File: src/rtl/uart_rx_param_pkg.sv
// ---------------------------------------------------------------------------
// uart_rx_param_pkg
// Shared UART receive-side types and constants.
//   parity_e         : parity configuration of a receiver instance
//   uart_rx_state_e  : receiver frame FSM states
//   DEFAULT_*        : default bit timing and data width
//   majority3        : 2-of-3 vote used by the input sampler
// ---------------------------------------------------------------------------
package uart_rx_param_pkg;

  typedef enum logic [1:0] {
    PARITY_NONE = 2'd0,
    PARITY_EVEN = 2'd1,
    PARITY_ODD  = 2'd2
  } parity_e;

  typedef enum logic [2:0] {
    ST_IDLE      = 3'd0,
    ST_START     = 3'd1,
    ST_DATA      = 3'd2,
    ST_PARITY    = 3'd3,
    ST_STOP      = 3'd4,
    ST_WAIT_HIGH = 3'd5
  } uart_rx_state_e;

  localparam int DEFAULT_CLKS_PER_BIT = 87;
  localparam int DEFAULT_DATA_WIDTH   = 8;

  function automatic logic majority3(input logic a, input logic b, input logic c);
    return (a & b) | (a & c) | (b & c);
  endfunction

endpackage

File: src/rtl/uart_rx_param_sampler.sv
// ---------------------------------------------------------------------------
// uart_rx_sampler
// Brings the asynchronous serial line into the clock domain and conditions it.
//   clk, rst      : system clock, asynchronous active-high reset
//   i_rx_serial   : raw serial line (idle high)
//   o_rx_sync     : line after the 2-flop synchroniser
//   o_rx_voted    : majority of the last three synchronised samples
//   o_start_edge  : one-cycle pulse on a synchronised 1 -> 0 transition
// ---------------------------------------------------------------------------
module uart_rx_sampler
  import uart_rx_param_pkg::*;
(
  input  logic clk,
  input  logic rst,
  input  logic i_rx_serial,
  output logic o_rx_sync,
  output logic o_rx_voted,
  output logic o_start_edge
);

  logic       sync1_q, sync1_d;
  logic       sync2_q, sync2_d;
  logic [1:0] hist_q, hist_d;
  logic [1:0] prime_q, prime_d;
  logic       armed_q, armed_d;

  // Edge detection is only armed once a real (post-reset) high level has
  // reached the synchroniser output. prime_q marks when the reset-preset 1s
  // have been flushed, so a line held low through reset never looks like a
  // falling edge.
  always_comb begin
    sync1_d = i_rx_serial;
    sync2_d = sync1_q;
    hist_d  = {hist_q[0], sync2_q};
    prime_d = {prime_q[0], 1'b1};
    armed_d = armed_q | (prime_q[1] & sync2_q);
  end

  always_ff @(posedge clk or posedge rst) begin
    if (rst) begin
      sync1_q <= 1'b1;
      sync2_q <= 1'b1;
      hist_q  <= 2'b11;
      prime_q <= 2'b00;
      armed_q <= 1'b0;
    end else begin
      sync1_q <= sync1_d;
      sync2_q <= sync2_d;
      hist_q  <= hist_d;
      prime_q <= prime_d;
      armed_q <= armed_d;
    end
  end

  // The vote window includes the newest synchronised sample, so voting adds
  // no latency beyond the synchroniser itself.
  assign o_rx_sync    = sync2_q;
  assign o_rx_voted   = majority3(sync2_q, hist_q[0], hist_q[1]);
  assign o_start_edge = armed_q & hist_q[0] & ~sync2_q;

endmodule

File: src/rtl/uart_rx_param.sv
// ---------------------------------------------------------------------------
// uart_rx_param
// Parametrised UART receiver: DATA_WIDTH data bits LSB first, optional
// even/odd parity, 1 or 2 stop bits, with parity/framing/break reporting.
//   clk, rst       : system clock, asynchronous active-high reset
//   i_rx_serial    : raw serial line, idle high
//   o_rx_data      : received word, updated with each o_rx_valid
//   o_rx_valid     : one-cycle pulse, data and flags valid
//   o_parity_err   : parity mismatch on the delivered frame
//   o_frame_err    : a stop bit was sampled low on the delivered frame
//   o_break        : all-zero frame including the first stop bit
// ---------------------------------------------------------------------------
module uart_rx_param
  import uart_rx_param_pkg::*;
#(
  parameter int      DATA_WIDTH   = DEFAULT_DATA_WIDTH,
  parameter int      CLKS_PER_BIT = DEFAULT_CLKS_PER_BIT,
  parameter parity_e PARITY_MODE  = PARITY_NONE,
  parameter int      STOP_BITS    = 1
) (
  input  logic                  clk,
  input  logic                  rst,
  input  logic                  i_rx_serial,
  output logic [DATA_WIDTH-1:0] o_rx_data,
  output logic                  o_rx_valid,
  output logic                  o_parity_err,
  output logic                  o_frame_err,
  output logic                  o_break
);

  localparam int CNT_W = $clog2(CLKS_PER_BIT);
  localparam int IDX_W = $clog2(DATA_WIDTH + 1);

  localparam logic [CNT_W-1:0] BIT_END  = CNT_W'(CLKS_PER_BIT - 1);
  localparam logic [CNT_W-1:0] HALF_END = CNT_W'((CLKS_PER_BIT - 1) / 2);
  localparam logic [IDX_W-1:0] LAST_IDX = IDX_W'(DATA_WIDTH - 1);
  localparam logic             LAST_STOP = (STOP_BITS == 2);
  localparam logic             HAS_PARITY = (PARITY_MODE != PARITY_NONE);

  if (DATA_WIDTH < 5 || DATA_WIDTH > 9) begin : g_bad_data_width
    $error("uart_rx_param: DATA_WIDTH must be 5..9");
  end
  if (CLKS_PER_BIT < 8) begin : g_bad_clks_per_bit
    $error("uart_rx_param: CLKS_PER_BIT must be >= 8");
  end
  if (STOP_BITS != 1 && STOP_BITS != 2) begin : g_bad_stop_bits
    $error("uart_rx_param: STOP_BITS must be 1 or 2");
  end

  logic rx_sync;
  logic rx_voted;
  logic start_edge;

  uart_rx_sampler u_sampler (
    .clk          (clk),
    .rst          (rst),
    .i_rx_serial  (i_rx_serial),
    .o_rx_sync    (rx_sync),
    .o_rx_voted   (rx_voted),
    .o_start_edge (start_edge)
  );

  uart_rx_state_e        state_q, state_d;
  logic [CNT_W-1:0]      cnt_q, cnt_d;
  logic [IDX_W-1:0]      bit_idx_q, bit_idx_d;
  logic                  stop_idx_q, stop_idx_d;
  logic [DATA_WIDTH-1:0] shift_q, shift_d;
  logic                  par_bit_q, par_bit_d;
  logic                  par_flag_q, par_flag_d;
  logic                  frame_flag_q, frame_flag_d;
  logic                  first_stop_low_q, first_stop_low_d;
  logic [DATA_WIDTH-1:0] rx_data_q, rx_data_d;
  logic                  rx_valid_q, rx_valid_d;
  logic                  parity_err_q, parity_err_d;
  logic                  frame_err_q, frame_err_d;
  logic                  break_q, break_d;

  logic                  frame_now;
  logic                  first_low_now;
  logic                  break_par_ok;

  // A break needs a low parity bit too, when one is present.
  assign break_par_ok = !HAS_PARITY || !par_bit_q;

  // Frame FSM. Data bits are shifted in from the MSB end so that after
  // DATA_WIDTH samples the first (LSB) wire bit sits at position 0.
  // Output flags default to 0 so they can only be seen alongside valid.
  always_comb begin
    state_d          = state_q;
    cnt_d            = cnt_q;
    bit_idx_d        = bit_idx_q;
    stop_idx_d       = stop_idx_q;
    shift_d          = shift_q;
    par_bit_d        = par_bit_q;
    par_flag_d       = par_flag_q;
    frame_flag_d     = frame_flag_q;
    first_stop_low_d = first_stop_low_q;
    rx_data_d        = rx_data_q;
    rx_valid_d       = 1'b0;
    parity_err_d     = 1'b0;
    frame_err_d      = 1'b0;
    break_d          = 1'b0;
    frame_now        = frame_flag_q | ~rx_voted;
    first_low_now    = (stop_idx_q == 1'b0) ? ~rx_voted : first_stop_low_q;

    case (state_q)
      ST_IDLE: begin
        cnt_d            = '0;
        bit_idx_d        = '0;
        stop_idx_d       = 1'b0;
        par_bit_d        = 1'b0;
        par_flag_d       = 1'b0;
        frame_flag_d     = 1'b0;
        first_stop_low_d = 1'b0;
        if (start_edge) begin
          state_d = ST_START;
        end
      end

      ST_START: begin
        if (cnt_q == HALF_END) begin
          cnt_d   = '0;
          state_d = rx_voted ? ST_IDLE : ST_DATA;
        end else begin
          cnt_d = cnt_q + 1'b1;
        end
      end

      ST_DATA: begin
        if (cnt_q == BIT_END) begin
          cnt_d     = '0;
          shift_d   = {rx_voted, shift_q[DATA_WIDTH-1:1]};
          bit_idx_d = bit_idx_q + 1'b1;
          if (bit_idx_q == LAST_IDX) begin
            state_d = HAS_PARITY ? ST_PARITY : ST_STOP;
          end
        end else begin
          cnt_d = cnt_q + 1'b1;
        end
      end

      ST_PARITY: begin
        if (cnt_q == BIT_END) begin
          cnt_d      = '0;
          par_bit_d  = rx_voted;
          par_flag_d = (PARITY_MODE == PARITY_ODD) ? ~(^shift_q ^ rx_voted)
                                                   :  (^shift_q ^ rx_voted);
          state_d    = ST_STOP;
        end else begin
          cnt_d = cnt_q + 1'b1;
        end
      end

      ST_STOP: begin
        if (cnt_q == BIT_END) begin
          cnt_d            = '0;
          frame_flag_d     = frame_now;
          first_stop_low_d = first_low_now;
          if (stop_idx_q == LAST_STOP) begin
            rx_valid_d   = 1'b1;
            rx_data_d    = shift_q;
            parity_err_d = par_flag_q;
            frame_err_d  = frame_now;
            break_d      = (shift_q == '0) & break_par_ok & first_low_now;
            // A clean frame returns straight to IDLE so a start bit can
            // follow the stop bit with no idle gap.
            state_d      = frame_now ? ST_WAIT_HIGH : ST_IDLE;
          end else begin
            stop_idx_d = stop_idx_q + 1'b1;
          end
        end else begin
          cnt_d = cnt_q + 1'b1;
        end
      end

      ST_WAIT_HIGH: begin
        if (rx_sync) begin
          state_d = ST_IDLE;
        end
      end

      default: begin
        state_d = ST_IDLE;
      end
    endcase
  end

  always_ff @(posedge clk or posedge rst) begin
    if (rst) begin
      state_q          <= ST_IDLE;
      cnt_q            <= '0;
      bit_idx_q        <= '0;
      stop_idx_q       <= 1'b0;
      shift_q          <= '0;
      par_bit_q        <= 1'b0;
      par_flag_q       <= 1'b0;
      frame_flag_q     <= 1'b0;
      first_stop_low_q <= 1'b0;
      rx_data_q        <= '0;
      rx_valid_q       <= 1'b0;
      parity_err_q     <= 1'b0;
      frame_err_q      <= 1'b0;
      break_q          <= 1'b0;
    end else begin
      state_q          <= state_d;
      cnt_q            <= cnt_d;
      bit_idx_q        <= bit_idx_d;
      stop_idx_q       <= stop_idx_d;
      shift_q          <= shift_d;
      par_bit_q        <= par_bit_d;
      par_flag_q       <= par_flag_d;
      frame_flag_q     <= frame_flag_d;
      first_stop_low_q <= first_stop_low_d;
      rx_data_q        <= rx_data_d;
      rx_valid_q       <= rx_valid_d;
      parity_err_q     <= parity_err_d;
      frame_err_q      <= frame_err_d;
      break_q          <= break_d;
    end
  end

  assign o_rx_data    = rx_data_q;
  assign o_rx_valid   = rx_valid_q;
  assign o_parity_err = parity_err_q;
  assign o_frame_err  = frame_err_q;
  assign o_break      = break_q;

endmodule
File: config.mk
export PLATFORM = sky130hd
export DESIGN_NAME = uart_rx_param
export DESIGN_NICKNAME = d
export VERILOG_FILES = /design/src/rtl/uart_rx_param_pkg.sv /design/src/rtl/uart_rx_param_sampler.sv /design/src/rtl/uart_rx_param.sv
export SDC_FILE = /design/constraint.sdc
export NUM_CORES = 1
export LEC_CHECK = 0
export BUFFER_PORTS_ARGS = -buffer_cell sky130_fd_sc_hd__buf_4
export CORE_ASPECT_RATIO = 0.6
export CORE_MARGIN = 5
export CORE_UTILIZATION = 63
export DETAILED_ROUTE_END_ITERATION = 12
export PLACE_DENSITY = 0.83
export SLEW_MARGIN = 20
export SYNTH_ARGS = -nofsm -noshare
export SYNTH_HDL_FRONTEND = slang
export SYNTH_SLANG_ARGS = --single-unit
File: constraint.sdc
create_clock -name clk -period 3.2 [get_ports clk]
set_input_delay 0.16 -clock clk [delete_from_list [all_inputs] [get_ports clk]]
set_output_delay 0.16 -clock clk [all_outputs]
set_load 0.01 [all_outputs]
==> results of run 1 <==
==> cells in the mapped netlist, types with 3 or more instances <==
library cell / count / area, um2
dfstp_2: 4 / 105
dfrtp_1: 39 / 976
nand4_1: 4 / 25.0
ha_1: 7 / 87.6
nand2_1: 19 / 71.3
a31oi_1: 3 / 18.8
buf_2: 3 / 15.0
xor2_1: 4 / 35.0
and2_1: 4 / 25.0
mux2_2: 7 / 78.8
inv_1: 16 / 60.1
xnor2_1: 5 / 43.8
nand3_1: 5 / 25.0
nor2_1: 12 / 45.0
o211ai_1: 5 / 37.5
o21ai_0: 12 / 60.1
clkbuf_1: 3 / 11.3
a21oi_1: 3 / 15.0
==> per-layer routing <==
layer / global-route usage / share of wire
met4: 0.0909 / 0.016
met5: 0 / 0
met2: 0.314 / 0.47
met3: 0.0541 / 0.057
met1: 0.265 / 0.46
==> worst max-delay path by stage <==
stage	cells after the start	slack (ns)	endpoint	from
finish	3	1.13	o_rx_data[1]$_DFFE_PP0P_	state_q[2]$_DFFE_PP0P_
global route	5	1.05	o_rx_data[1]$_DFFE_PP0P_	cnt_q[0]$_DFFE_PP0P_
CTS	5	1.10	o_rx_data[1]$_DFFE_PP0P_	cnt_q[0]$_DFFE_PP0P_
detailed placement	5	1.14	o_rx_data[4]$_DFFE_PP0P_	cnt_q[0]$_DFFE_PP0P_
global placement	5	1.24	o_rx_data[4]$_DFFE_PP0P_	cnt_q[0]$_DFFE_PP0P_
floorplan	7	1.46	o_rx_data[1]$_DFFE_PP0P_	cnt_q[0]$_DFFE_PP0P_
==> layout make-up <==
type	count	area, um2	share of cell area
well taps	45	56.3	0.0247
flip-flops and latches	43	1080	0.474
repair buffers	16	123	0.0538
multi-input cells	125	873	0.383
inverters	16	60.1	0.0264
clock buffers	6	72.6	0.0319
clock inverters	2	12.5	0.00549
==> through the flow <==
step / hold WS [ns] / util
finish: -0.00530 / 0.711
floorplan: 0.164 / -
global placement: 0.269 / 0.682
detailed placement: 0.276 / 0.682
CTS: 0.00971 / 0.711
global route: 0.0387 / 0.711
==> worst max-delay path, cell delays in order, from the launching register on <==
cell and delay (ns):
dfrtp_1 0.63, nor3b_2 0.37, and3_1 0.56, mux2_2 0.41
==> flip-flops by register name (all words and copies together) (netlist names), 2 cells and up <==
| register | count |
|---|---|
| o_rx_data | 8 |
| state_q | 3 |
| cnt_q | 7 |
| bit_idx_q | 4 |
| u_sampler.prime_q | 2 |
| shift_q | 8 |
| u_sampler.hist_q | 2 |
==> what timing repair did <==
action	4_1_cts	5_1_grt
endpoints found under the hold margin	1	0
hold buffers	1	0
setup endpoints to repair	0	0
==> cells by family (layout without fill, tap and decap cells) <==
logic type | Yosys count | after routing | share of synthesized area
flops | 43 | 43 | 0.524
compound gates | 37 | 37 | 0.117
mux | 10 | 10 | 0.0552
fa+ha+maj | 8 | 8 | 0.0473
xor+xnor | 9 | 9 | 0.0382
simple gates | 60 | 60 | 0.164
buf+inv | 24 | 40 | 0.0528
other cells | 1 | 1 | 0.00182
==> power groups by stage <==
stage	clock network, mW	logic [mW]	registers (mW)
2_1_floorplan	0	0.277	0.662
3_3_place_gp	0	0.279	0.711
3_5_place_dp	0	0.299	0.716
4_1_cts	0.339	0.303	0.706
5_1_grt	0.362	0.335	0.722
6_report	0.330	0.306	0.711
==> reports/metrics.yaml, run 1 <==
critical_path_class: "reg2reg"
cts-resized-gates: 0
p_clk_frac: 0.245
layout.nets: 217
slew_viol_final: 0
dpl.hpwl_um: 2920
drt_iter0_markers: 196
grt_pass1_vias: 1418
grt_remaining_overflow: 0
r2r-end: "o_rx_data[1]$_DFFE_PP0P_"
std_cell_rows: 16
ioPinCount: 15
dp_slack_ns: 1.14
violations: "negative hold slack"
tightest_slew_ns: 0.546
period_share: 0.648
vias: 1512
switching_share: 0.342
clock-sinks: 43
ys_ff_latch: 43
via_per_inst: 5.98
synth_cell_types: 49
max_freq_ghz: 0.482
critPathLaunchType: "register"
r2r_setup_slack_ns: 1.13
p_int_mw: 0.886
dieArea_um2: 4560
crit_arrival_ns: 2.25
grt_max_degree: 44
fill_cells: 230
crit_fanout: 13
irDropWorstVdd_mv: 0.399
pwr-share-comb: 0.227
synth_ff_type: "dfrtp_1"
dp.cells: 244
layout-drive-gt1-share: 0.188
hold_slack_ns: -0.00530
synth_edf_count: 0
rsz0062_at_grt: "no"
async_reset_ff_frac: 1.00
wire_per_inst_um: 16.2
status: "complete, but fails checks"
syn-cell-area_um2: 2060
yosysWarnings: 0
clockBufferDepth: 2
fin_crit_ns: 2.07
syn_nets: 202
syn_avg_cell_area_um2: 10.7
power_density_nw_per_um2: 591
design_area_um2: 2280
crit_required_ns: 3.38
io_buffers: 14
max-slew-margin-rel: 0.636
endpoint_kind: "register"
placed_cell_area_um2: 2180
setup_slack_ns: 1.13
fin_setup_tns_ns: 0
grt_pass1_wl_um: 6800
coreArea_um2: 3200
grt_usage: 0.199
finalWeightedCongestion: 0.991
switchingPower_mw: 0.460
syn_to_final_growth_pct: 10.4
grt_antenna_before_repair: 0
drv_cap: 0
hold_violations: 5
die_w_um: 83.9
initial_core_util: 0.644
drc: 0
power_mw: 1.35
leakagePower_nw: 1.03
synthCells: 192
final_cell_mix: "dfrtp_1, nand2_1, inv_1, buf_4"
p_seq_frac: 0.528
fin_cells: 253
setup_viol: 0
num_antenna_cells: 0
postCtsSetupRepairBufs: 0
wirelength_um: 4110
seq_area_frac_synth: 0.524
cts-buffers-inserted: 5
skew_ns: 0.00607
hold_class: "in2async"
timing.rr.start: "state_q[2]$_DFFE_PP0P_"
cts_root_buffer: "clkbuf_8"
cts.htree.levels: 2
layout_commonest_cell: "dfrtp_1"
drtAntennaViolNets: 0
firstDrtPassIters: 4
cts_tree: "done"
die_height_um: 54.3
path_clk_slew_ns: 0.08
worst-r2r-cell-count: 3
insertion_delay_ns: 0.29
(Power assumes the default switching activity.)
==> inputs of run 2 (changes only) <==
--- a/config.mk
+++ b/config.mk
@@ -8,9 +8,9 @@
 export BUFFER_PORTS_ARGS = -buffer_cell sky130_fd_sc_hd__buf_4
 export CORE_ASPECT_RATIO = 0.6
 export CORE_MARGIN = 5
-export CORE_UTILIZATION = 63
+export CORE_UTILIZATION = 53
 export DETAILED_ROUTE_END_ITERATION = 12
-export PLACE_DENSITY = 0.83
+export PLACE_DENSITY = 0.74
 export SLEW_MARGIN = 20
 export SYNTH_ARGS = -nofsm -noshare
 export SYNTH_HDL_FRONTEND = slang
==> constraint.sdc (replaced) <==
create_clock -name clk -period 1.8 [get_ports clk]
set_input_delay 0.09 -clock clk [delete_from_list [all_inputs] [get_ports clk]]
set_output_delay 0.09 -clock clk [all_outputs]
set_load 0.01 [all_outputs]
==> run 2 against run 1 <==
Net effect: the flow now finishes without violations; clock power increased by 78%; power rose by 85%; via count increased by 0.20%; cell count grew 5.5%; die area increased by 16%; hold slack better by 0.37 ns; critical path depth is 3 higher; sequential cell count unchanged; combinational power grew 140%; largest power group unchanged.
==> reports/metrics.yaml, run 2 (synthesis gave the netlist of run 1 again) <==
crit_fanout: 13  # unchanged
irDropWorstVdd_mv: 0.536  # +34%
cp_slowest_stage_delay_ns: 0.39  # -0.24 ns
syn_to_final_growth_pct: 15.9
grt_pass1_wl_um: 6960  # +2.3%
cts-buffers-inserted: 5  # unchanged
endpoint_kind: "register"
drt_iter0_markers: 159  # -19%
hold_violations: 0  # -5
min_path_cells: 0
period_share: 0.969  # +0.321
num_antenna_cells: 0  # unchanged
io_buffers: 14  # unchanged
die_height_um: 58.3  # +7.4%
grt_pass1_vias: 1422  # +0.28%
max_freq_ghz: 0.573  # +19%
p_clk_frac: 0.236  # -0.009
wirelength_um: 4100  # about the same
cts.htree.levels: 2  # unchanged
cp_slowest_cell: "dfrtp_1"
firstDrtPassIters: 4  # unchanged
coreArea_um2: 3700  # +16%
worstHoldStart: "u_sampler.sync1_q$_DFF_PP1_"
crit_start: "cnt_q[0]$_DFFE_PP0P_"
pwr-share-comb: 0.292  # +0.065
grt_usage: 0.165  # -0.0348
switchingPower_mw: 0.840  # +83%
via_per_inst: 5.67  # -5.1%
crit_family: "simple AND/OR/NAND/NOR gates"
insertion_delay_ns: 0.29  # about the same
finalWeightedCongestion: 0.907  # -8.5%
crit_arrival_ns: 1.93  # -0.32 ns
cts_tree: "done"
leakagePower_nw: 1.10  # +6.2%
p_int_mw: 1.65  # +86%
worst-r2r-cell-count: 6  # +3
drc: 0  # unchanged
grt_remaining_overflow: 0  # unchanged
tightest_slew_ns: 0.531  # -0.0151 ns
std_cell_rows: 17  # +1
cts_root_buffer: "clkbuf_8"
final_cell_mix: "dfrtp_1, buf_4, nand2_1, inv_1"
critical_path_class: "reg2reg"
cp_num_buf_inv: 2  # +2
cp.depth: 6  # +3
rsz0062_at_grt: "no"
status: "finished, final reports clean"
initial_core_util: 0.557  # -0.0867
dieArea_um2: 5280  # +16%
hold_class: "reg2reg"
clock-sinks: 43  # unchanged
placed_cell_area_um2: 2280  # +4.5%
drtAntennaViolNets: 0  # unchanged
layout_commonest_cell: "dfrtp_1"
fin_crit_ns: 1.74  # -0.330 ns
grt_max_degree: 44  # unchanged
ioPinCount: 15  # unchanged
grt_antenna_before_repair: 0  # unchanged
p_seq_frac: 0.473  # -0.055
wire_per_inst_um: 15.4  # -5.3%
crit_required_ns: 1.98  # -1.40 ns
max-slew-margin-rel: 0.646  # +0.0101
path_cells: "inv_1 -> ha_1 -> and4b_4 -> and3_1 -> buf_12 -> mux2_2"
critPathLaunchType: "register"
timing.rr.start: "cnt_q[0]$_DFFE_PP0P_"
postCtsSetupRepairBufs: 0  # unchanged
path_clk_slew_ns: 0.08  # about the same
power_density_nw_per_um2: 1040  # +76%
design_area_um2: 2390  # +5.0%
dpl.hpwl_um: 2980  # +1.8%
skew_ns: 0.00417  # -0.00190 ns
drv_cap: 0  # unchanged
die_w_um: 90.6  # +8.0%
layout.nets: 229  # +5.5%
vias: 1515  # +0.20%
layout-drive-gt1-share: 0.232  # +0.0443
clockBufferDepth: 2  # unchanged
fin_setup_tns_ns: 0  # unchanged
slew_viol_final: 0  # unchanged
switching_share: 0.338  # -0.00435
setup_viol: 0  # unchanged
## run 2: changes by cell type in the layout (fill, tap and decap cells not counted), sizes merged
cell,change
buf,+11
dlygate4sd3,+1
## run 2: final timing paths
| path | endpoint | slack (ns) |
|---|---|---|
| max in group asynchronous | u_sampler.hist_q[0]$_DFF_PP1_ | 0.95 |
| max reg2reg | o_rx_data[6]$_DFFE_PP0P_ | 0.06 |
| min reg2reg | u_sampler.o_rx_sync$_DFF_PP1_ | 0.36 |
| min | u_sampler.o_rx_sync$_DFF_PP1_ | 0.36 |
| max | o_rx_data[6]$_DFFE_PP0P_ | 0.06 |
| min in group asynchronous | u_sampler.prime_q[0]$_DFF_PP0_ | 0.48 |
## run 2: final cells by class
cell class,count,area [um2]
inverters,16,60.1
clock inverters,2,12.5
repair buffers,28,228
multi-input cells,125,880
clock buffers,6,72.6
well taps,47,58.8
flip-flops and latches,43,1080
fillers,281,1310
## run 2: stage by stage
| stage | cells | hold WS (ns) | setup slack, ns | power (mW) | util |
|---|---|---|---|---|---|
| 6_report | 267 | 0.361 | 0.0556 | 2.49 | 0.646 |
| 5_1_grt | 267 | 0.370 | 0.00483 | 2.65 | 0.646 |
| 4_1_cts | 267 | 0.364 | 0.0223 | 2.50 | 0.645 |
| 3_5_place_dp | 257 | 0.202 | 0.0663 | 1.90 | 0.616 |
| 3_3_place_gp | 257 | 0.199 | 0.0930 | 1.85 | 0.616 |
| 2_1_floorplan | 192 | 0.0945 | 0.0611 | 1.67 | - |
## run 2: repair_timing
action	in CTS	in global routing
endpoints found under the setup margin	0	1
gates resized for setup	0	1
hold endpoints to repair	40	0
hold buffers	2	0
## run 2: worst register-to-register path, stage by stage (launching register included)
cell	delay (ns)
dfrtp_1	0.39
inv_1	0.09
ha_1	0.18
and4b_4	0.29
and3_1	0.21
buf_12	0.15
mux2_2	0.34
## run 2: power by group through the flow
stage	Combinational [mW]	Clock (mW)	Sequential (mW)
after global routing	0.815	0.647	1.19
after detailed placement	0.703	0	1.19
after CTS	0.713	0.613	1.17
after global placement	0.662	0	1.18
after floorplan	0.493	0	1.18
final	0.726	0.587	1.18
## run 2: routing by layer
| metal | part of all wire | track usage | routed length (um) |
|---|---|---|---|
| met4 | 0.010 | 0.0467 | 42 |
| met3 | 0.079 | 0.0524 | 326 |
| met1 | 0.48 | 0.235 | 1970 |
| met2 | 0.43 | 0.243 | 1770 |
| met5 | 0 | 0 | 0 |
==> inputs of run 3 (changes only) <==
--- a/config.mk
+++ b/config.mk
@@ -5,12 +5,14 @@
 export SDC_FILE = /design/constraint.sdc
 export NUM_CORES = 1
 export LEC_CHECK = 0
+export ABC_CLOCK_PERIOD_IN_PS = 1800
 export BUFFER_PORTS_ARGS = -buffer_cell sky130_fd_sc_hd__buf_4
 export CORE_ASPECT_RATIO = 0.6
 export CORE_MARGIN = 5
-export CORE_UTILIZATION = 53
+export CORE_UTILIZATION = 56
+export CTS_BUF_LIST = sky130_fd_sc_hd__clkbuf_8
 export DETAILED_ROUTE_END_ITERATION = 12
-export PLACE_DENSITY = 0.74
+export PLACE_DENSITY = 0.78
 export SLEW_MARGIN = 20
 export SYNTH_ARGS = -nofsm -noshare
 export SYNTH_HDL_FRONTEND = slang
==> run 3 against run 2 <==
Net effect: register-to-register slack about the same; sequential power barely moved; maximum frequency about the same; critical path depth unchanged; power up 7.1%; cell count is 0.37% lower; count of clock-buffer cells in the layout unchanged; via count fell by 0.86%; routed wire length up 2.1%; sequential share of layout area shrank 0.63 points; non-clock buffer count is 1 lower; highest routed layer unchanged.
==> reports/metrics.yaml, run 3 (synthesis gave the netlist of run 1 again) <==
status: "finished, final reports clean"
vias: 1502  # -0.86%
fin_crit_ns: 1.74  # -0.000643 ns
wirelength_um: 4190  # +2.1%
p_seq_frac: 0.447  # -0.026
finalWeightedCongestion: 0.954  # +5.2%
skew_ns: 0.00781  # +0.00364 ns
clock-sinks: 43  # unchanged
via_per_inst: 5.65  # -0.49%
p_int_mw: 1.82  # +10%
hold_violations: 0  # unchanged
drt_iter0_markers: 189  # +19%
grt_remaining_overflow: 0  # unchanged
endpoint_kind: "register"
period_share: 0.969  # about the same
die_w_um: 88.4  # -2.4%
p_clk_frac: 0.291  # +0.055
critPathLaunchType: "register"
switchingPower_mw: 0.847  # +0.75%
fin_cells: 266  # -0.37%
cts-buffers-inserted: 5  # unchanged
crit_arrival_ns: 1.93  # about the same
pwr-share-comb: 0.262  # -0.030
crit_fanout: 13  # unchanged
tightest_slew_ns: 0.536  # +0.00445 ns
syn_to_final_growth_pct: 17.6
cts.htree.levels: 2  # unchanged
power_density_nw_per_um2: 1100  # +5.6%
rsz0062_at_grt: "no"
io_buffers: 14  # unchanged
cp_slowest_stage_delay_ns: 0.38  # about the same
grt_usage: 0.184  # +0.0197
grt_pass1_wl_um: 7070  # +1.5%
grt_antenna_before_repair: 0  # unchanged
layout-drive-gt1-share: 0.242  # +0.0102
setup_viol: 0  # unchanged
initial_core_util: 0.571  # +0.0131
cts_tree: "done"
grt_max_degree: 44  # unchanged
coreArea_um2: 3620  # -2.3%
ioPinCount: 15  # unchanged
max-slew-margin-rel: 0.643  # -0.00296
num_antenna_cells: 0  # unchanged
std_cell_rows: 17  # unchanged
fin_setup_tns_ns: 0  # unchanged
grt_pass1_vias: 1474  # +3.7%
path_clk_slew_ns: 0.08  # about the same
layout.nets: 228  # -0.44%
irDropWorstVdd_mv: 0.730  # +36%
switching_share: 0.318  # -0.0199
max_freq_ghz: 0.573  # about the same
hold_class: "reg2reg"
final_cell_mix: "dfrtp_1, buf_4, nand2_1, inv_1"
postCtsSetupRepairBufs: 0  # unchanged
drc: 0  # unchanged
leakagePower_nw: 1.11  # +1.5%
dp.cells: 256  # -0.39%
die_height_um: 57.0  # -2.3%
drtAntennaViolNets: 0  # unchanged
layout_commonest_cell: "dfrtp_1"
critical_path_class: "reg2reg"
post-route-util: 0.671  # +0.0246
crit_required_ns: 1.98  # about the same
path_cells: "inv_1 -> ha_1 -> and4b_4 -> and3_1 -> buf_12 -> mux2_2"
insertion_delay_ns: 0.29  # about the same
wire_per_inst_um: 15.8  # +2.5%
dieArea_um2: 5040  # -4.6%
cts_root_buffer: "clkbuf_8"
firstDrtPassIters: 4  # unchanged
cp_slowest_cell: "dfrtp_1"
dpl.hpwl_um: 2990  # +0.46%
slew_viol_final: 0  # unchanged
clockBufferDepth: 2  # unchanged
drv_cap: 0  # unchanged
fill_cells: 264  # -6.0%
[run 3: changes by cell type in the layout (fill, tap and decap cells not counted), sizes merged]
cell / before / now
buf: 26 / 25
clkinvlp: 1 / 0
bufinv: 0 / 1
[run 3: what timing repair did]
action                     CTS  global route
gates resized for setup      0             3
hold endpoints to repair    40             0
setup endpoints to repair    0             2
hold buffers                 2             0
[run 3: path summary, 6_finish.rpt]
kind	startpoint	endpoint	slack, ns	cells after the start
max	cnt_q[0]$_DFFE_PP0P_	o_rx_data[5]$_DFFE_PP0P_	0.06	6
min	u_sampler.prime_q[0]$_DFF_PP0_	u_sampler.prime_q[1]$_DFF_PP0_	0.36	0
max reg2reg	cnt_q[0]$_DFFE_PP0P_	o_rx_data[5]$_DFFE_PP0P_	0.06	6
min reg2reg	u_sampler.prime_q[0]$_DFF_PP0_	u_sampler.prime_q[1]$_DFF_PP0_	0.36	0
max in group asynchronous	rst	cnt_q[5]$_DFFE_PP0P_	0.94	4
min in group asynchronous	rst	o_rx_data[6]$_DFFE_PP0P_	0.49	4
[run 3: power by group through the flow]
stage	Clock (mW)	Combinational (mW)	Sequential [mW]
after floorplan	0	0.493	1.18
after global placement	0	0.642	1.19
after detailed placement	0	0.677	1.21
after CTS	0.792	0.686	1.19
after global routing	0.840	0.767	1.21
final	0.775	0.700	1.19
[run 3: critical path: cells and delay by family, from the launching register on]
family                   cells  cell delay (ns)
AND/OR/NAND/NOR              2             0.50
flip-flops                   1             0.38
adder cells (fa/ha/maj)      1             0.19
buffers and inverters        2             0.23
multiplexers                 1             0.33
[run 3: layout make-up]
type,instances,area (um2),area share
Timing Repair Buffer,27,220,0.0908
Inverter,16,60.1,0.0248
Clock buffer,6,82.6,0.0340
Tap cell,47,58.8,0.0242
Multi-Input combinational cell,125,888,0.366
Clock inverter,2,35.0,0.0144
Sequential cell,43,1080,0.446
[run 3: per-stage QoR]
| stage | worst slack (ns) | hold slack [ns] | power [mW] | area (um2) |
|---|---|---|---|---|
| 6_report | 0.0563 | 0.356 | 2.67 | 2430 |
| 3_5_place_dp | 0.0503 | 0.205 | 1.88 | 2270 |
| 5_1_grt | 0.00328 | 0.367 | 2.82 | 2430 |
| 4_1_cts | 0.0357 | 0.361 | 2.67 | 2410 |
| 2_1_floorplan | 0.0611 | 0.0945 | 1.67 | 2060 |
| 3_3_place_gp | 0.0972 | 0.200 | 1.84 | 2270 |
[run 3: layer usage]
| metal | track usage | vias to the layer above | wire length, um |
|---|---|---|---|
| met4 | 0.0733 | 0 | 60 |
| met5 | 0 | - | 0 |
| met2 | 0.259 | 55 | 1910 |
| li1 | - | 714 | - |
| met3 | 0.0534 | 8 | 267 |
| met1 | 0.268 | 725 | 1960 |
